`src/rtl/bin16_to_bcd_seq.sv`:
```
// 16-bit binary to 5-digit BCD, double dabble one bit per clock; Done 16 cycles after accepted Start.
// No backpressure: Start is only sampled in IDLE, ignored (not queued) while Busy or Done.
module bin16_to_bcd_seq (
    input  logic        CLOCK_50,
    input  logic        Resetn,
    input  logic        Start,
    input  logic [15:0] Bin,
    output logic        Busy,
    output logic        Done,
    output logic [19:0] BCD
);

    typedef enum logic [1:0] {
        ST_IDLE  = 2'd0,
        ST_SHIFT = 2'd1,
        ST_DONE  = 2'd2
    } state_t;

    state_t      r_state;
    state_t      w_next_state;
    logic [15:0] r_s;
    logic [19:0] r_z;
    logic [3:0]  r_n;
    logic [19:0] r_bcd;

    logic [15:0] w_z_adj_lo;
    logic [2:0]  w_top_adj;
    logic [19:0] w_z_shift;

    // Per-digit add-3 with no carry between digits.
    genvar g;
    generate
        for (g = 0; g < 4; g++) begin : g_adj
            assign w_z_adj_lo[4*g +: 4] = (r_z[4*g +: 4] >= 4'd5) ? (r_z[4*g +: 4] + 4'd3)
                                                                  : r_z[4*g +: 4];
        end
    endgenerate

    // The top digit's MSB is shifted out, so only its low three adjusted bits matter.
    assign w_top_adj = (r_z[19:16] >= 4'd5) ? (r_z[18:16] + 3'd3) : r_z[18:16];
    assign w_z_shift = {w_top_adj, w_z_adj_lo, r_s[15]};

    always_ff @(posedge CLOCK_50 or negedge Resetn) begin
        if (!Resetn) begin
            r_state <= ST_IDLE;
        end else begin
            r_state <= w_next_state;
        end
    end

    always_comb begin
        w_next_state = r_state;
        case (r_state)
            ST_IDLE:  if (Start) w_next_state = ST_SHIFT;
            ST_SHIFT: if (r_n == 4'd15) w_next_state = ST_DONE;
            ST_DONE:  w_next_state = ST_IDLE;
            default:  w_next_state = ST_IDLE;
        endcase
    end

    always_comb begin
        Busy = 1'b0;
        Done = 1'b0;
        case (r_state)
            ST_SHIFT: Busy = 1'b1;
            ST_DONE:  Done = 1'b1;
            default: ;
        endcase
    end

    always_ff @(posedge CLOCK_50 or negedge Resetn) begin
        if (!Resetn) begin
            r_s   <= 16'd0;
            r_z   <= 20'd0;
            r_n   <= 4'd0;
            r_bcd <= 20'd0;
        end else begin
            if (r_state == ST_IDLE && Start) begin
                r_s <= Bin;
                r_z <= 20'd0;
                r_n <= 4'd0;
            end else if (r_state == ST_SHIFT) begin
                r_s <= {r_s[14:0], 1'b0};
                r_z <= w_z_shift;
                r_n <= r_n + 4'd1;
                if (r_n == 4'd15) begin
                    r_bcd <= w_z_shift;
                end
            end
        end
    end

    assign BCD = r_bcd;

endmodule

```
`config.mk`:
```
export PLATFORM = sky130hd
export DESIGN_NAME = bin16_to_bcd_seq
export DESIGN_NICKNAME = d
export VERILOG_FILES = /design/src/rtl/bin16_to_bcd_seq.sv
export SDC_FILE = /design/constraint.sdc
export NUM_CORES = 1
export LEC_CHECK = 0
export BUFFER_PORTS_ARGS = -buffer_cell sky130_fd_sc_hd__buf_2
export CAP_MARGIN = 20
export CELL_PAD_IN_SITES_DETAIL_PLACEMENT = 0
export CELL_PAD_IN_SITES_GLOBAL_PLACEMENT = 1
export CORE_MARGIN = 8
export CORE_UTILIZATION = 44
export DETAILED_ROUTE_END_ITERATION = 12
export PLACE_DENSITY_LB_ADDON = 0.1
export SYNTH_ARGS = -nofsm -noshare
export SYNTH_HDL_FRONTEND = slang
export SYNTH_SLANG_ARGS = --single-unit
```
`constraint.sdc`:
```
create_clock -name CLOCK_50 -period 2.35 [get_ports CLOCK_50]
set_clock_uncertainty 0.2 [all_clocks]
set_input_delay 0.47 -clock CLOCK_50 [delete_from_list [all_inputs] [get_ports CLOCK_50]]
set_output_delay 0.47 -clock CLOCK_50 [all_outputs]
set_load 0.1 [all_outputs]
```
==> flow_summary.ini <==
[clocking]
post_cts_buffers = 0
cts_tree = yes
htree_levels = 3
cts.sinks = 62
cts_buffers = 9
cts-root-buf = clkbuf_8
clkTransAtPathRegs_ps = 60
clk_latency_ps = 320
clockBufferDepth = 2

[sta]
slew_viol_final = 0
fin_crit_ps = 2180
timing.setup.tns_ps = 0
finalCritPeriodShare = 0.926
max_freq_mhz = 459
final-hold-violation-count = 0
rsz0062_at_grt = false
slew_headroom = 0.626
setup_viol = 0
tightestPinTransition_ps = 561

[logic_synthesis]
ys_seq_elements = 62
avgSynthCellArea_um2 = 9.90
ys_warn_count = 0
synth.top_cell.area_share = 0.527
synth_cell_types = 29
async_flop_share = 1.00
synth_commonest_cells = 62 x dfrtp_1, 50 x nand2_1, 47 x o21ai_0
synth.most_common_cell = dfrtp_1
synth_top_area_cell = dfrtp_1
seq_area_frac_synth = 0.527
synth_ff_type = dfrtp_1
synth_edf_count = 0
syn_area_um2 = 2940
synthCells = 297
synth_nets = 327
synthTopCellsByArea = dfrtp_1 53%, o21ai_0 8.0%, nand2_1 6.4%

[outcome]
status = finished clean

[worst_setup_path]
worstReg2RegEnd = BCD[17]$_DFFE_PN0P_
cp_slowest_cell = dfrtp_1
crit_required_ps = 1680
setup.worst_path.end_class = output port
cpPeakStageDelay_ps = 580
crit_cells = 2
crit_buf_inv = 1
cp.arrival_ps = 1510
reg2reg_depth = 5
critPathTopFamily = flip-flops
critPathMaxFanout = 14
worstSetupPathType = reg2out
crit_path_start = r_state[0]$_DFFE_PN0P_
regToRegStartpoint = r_state[0]$_DFFE_PN0P_
crit_chain = nor2_2 > buf_2
r2r_slack_ps = 380
endpoint = Done
startpoint_type = register

[detailed_routing]
wl_met2_um = 2740
route.top_layer_used = met4
drtPass1Iterations = 4
vias = 2222
drt-total-wl_um = 6170
m1WireLength_um = 3080
drt-vias-per-instance = 5.23
drc_errors = 0
wire_per_inst_um = 14.5
wl_met3_um = 283
postRouteAntennaNets = 0
drt_iter0_drc = 185

[placed_design]
port_buffers = 40
post-place-cells = 410
hpwl_um = 4180
post_dp_cell_area_um2 = 3240
gp_congestion = 0.792

[die]
fp.dieW_um = 97.8
dieArea_um2 = 9560
start_util = 0.443
die_h_um = 97.8
row_count = 30
ioPinCount = 41
core_region_area_um2 = 6640

[global_routing]
antenna_found_initial = 0
grt_use_total = 0.143
grt_pass1_vias = 2338
grt_max_degree = 63
grt_pass1_wl_um = 11200
overflow = 0

[cells_and_area]
n_antenna_cell = 0
drive_gt1_frac = 0.214
n_fill_cell = 657
nets = 372
fin_area_um2 = 3400
finalNonFillerCells = 425
syn2layout_area_growth_pct = 15.7

[min_path]
hold_start = Bin[0]
min_path_type = in2reg

[run]
maxCapViolCount = 0
-- per-stage QoR --
| step | utilization | setup slack (ps) | hold WS (ps) |
|---|---|---|---|
| 2_1_floorplan | - | 132 | -25.6 |
| 3_3_place_gp | 0.487 | 467 | 259 |
| 3_5_place_dp | 0.487 | 382 | 266 |
| 4_1_cts | 0.512 | 153 | 180 |
| 5_1_grt | 0.512 | 97.9 | 203 |
| 6_report | 0.512 | 173 | 196 |
-- cell families after synthesis --
kind of cell | Yosys count | share of synthesized area
adders and majority gates | 11 | 0.0468
and+or+nand+nor | 85 | 0.141
AOI/OAI and AO/OA | 98 | 0.189
xor gates and xnor gates | 5 | 0.0149
DFF | 62 | 0.527
muxes | 7 | 0.0281
buffers and inverters | 29 | 0.0532
-- worst min-delay path by stage --
stage                                endpoint  slack [ps]  cells past startpoint
after floorplan            BCD[0]$_DFFE_PN0P_         -30                      0
after global placement    BCD[15]$_DFFE_PN0P_         260                      2
after detailed placement  BCD[15]$_DFFE_PN0P_         270                      2
after CTS                  r_s[0]$_DFFE_PN0P_         180                      2
after global routing       r_s[0]$_DFFE_PN0P_         200                      2
final                      r_s[0]$_DFFE_PN0P_         200                      2
-- state kept, by name, indices dropped and copies added, names as in the netlist --
signal,flops
BCD,20
r_s,16
r_z,20
r_state,2
r_n,4
-- layout make-up --
type	count	area, µm²	area share
Clock buffer	12	145	0.0427
Clock inverter	2	10.0	0.00294
Inverter	13	50.0	0.0147
Multi-Input combinational cell	206	1240	0.364
Sequential cell	62	1550	0.456
Tap cell	80	100	0.0294
Timing Repair Buffer	50	305	0.0897
-- cell usage in the layout (no fill, tap or decap) --
cell type,instances
nor2_2,1
nand4_2,1
clkbuf_8,10
buf_12,2
o21ai_0,46
buf_4,8
a21o_1,1
buf_2,39
a21oi_1,16
a22o_1,4
dfrtp_1,62
nand2b_1,5
nor3_1,6
mux2_2,6
nor2_1,1
clkbuf_1,2
a41oi_1,1
mux2_4,1
a22oi_1,15
a32o_1,1
ha_1,11
dlygate4sd3_1,1
o21ai_2,1
o21ai_1,12
nor2b_1,4
nand2b_4,1
clkinv_2,3
nand3_1,6
nor2b_2,1
nand2_1,50
a31oi_1,1
inv_1,12
nor3b_1,9
xnor2_1,5
-- layer usage --
layer | vias up | track usage
li1 | 1125 | -
met1 | 1058 | 0.187
met2 | 33 | 0.210
met3 | 6 | 0.0519
met4 | 0 | 0.0504
met5 | - | 0
-- timing repair --
item                      4_1_cts  5_1_grt
hold buffers                    1        0
gates resized for setup         0        0
hold endpoints to repair       62        0
Power is not shown: default switching activity piles up to over one toggle a cycle in this logic, so the estimate is an artifact.
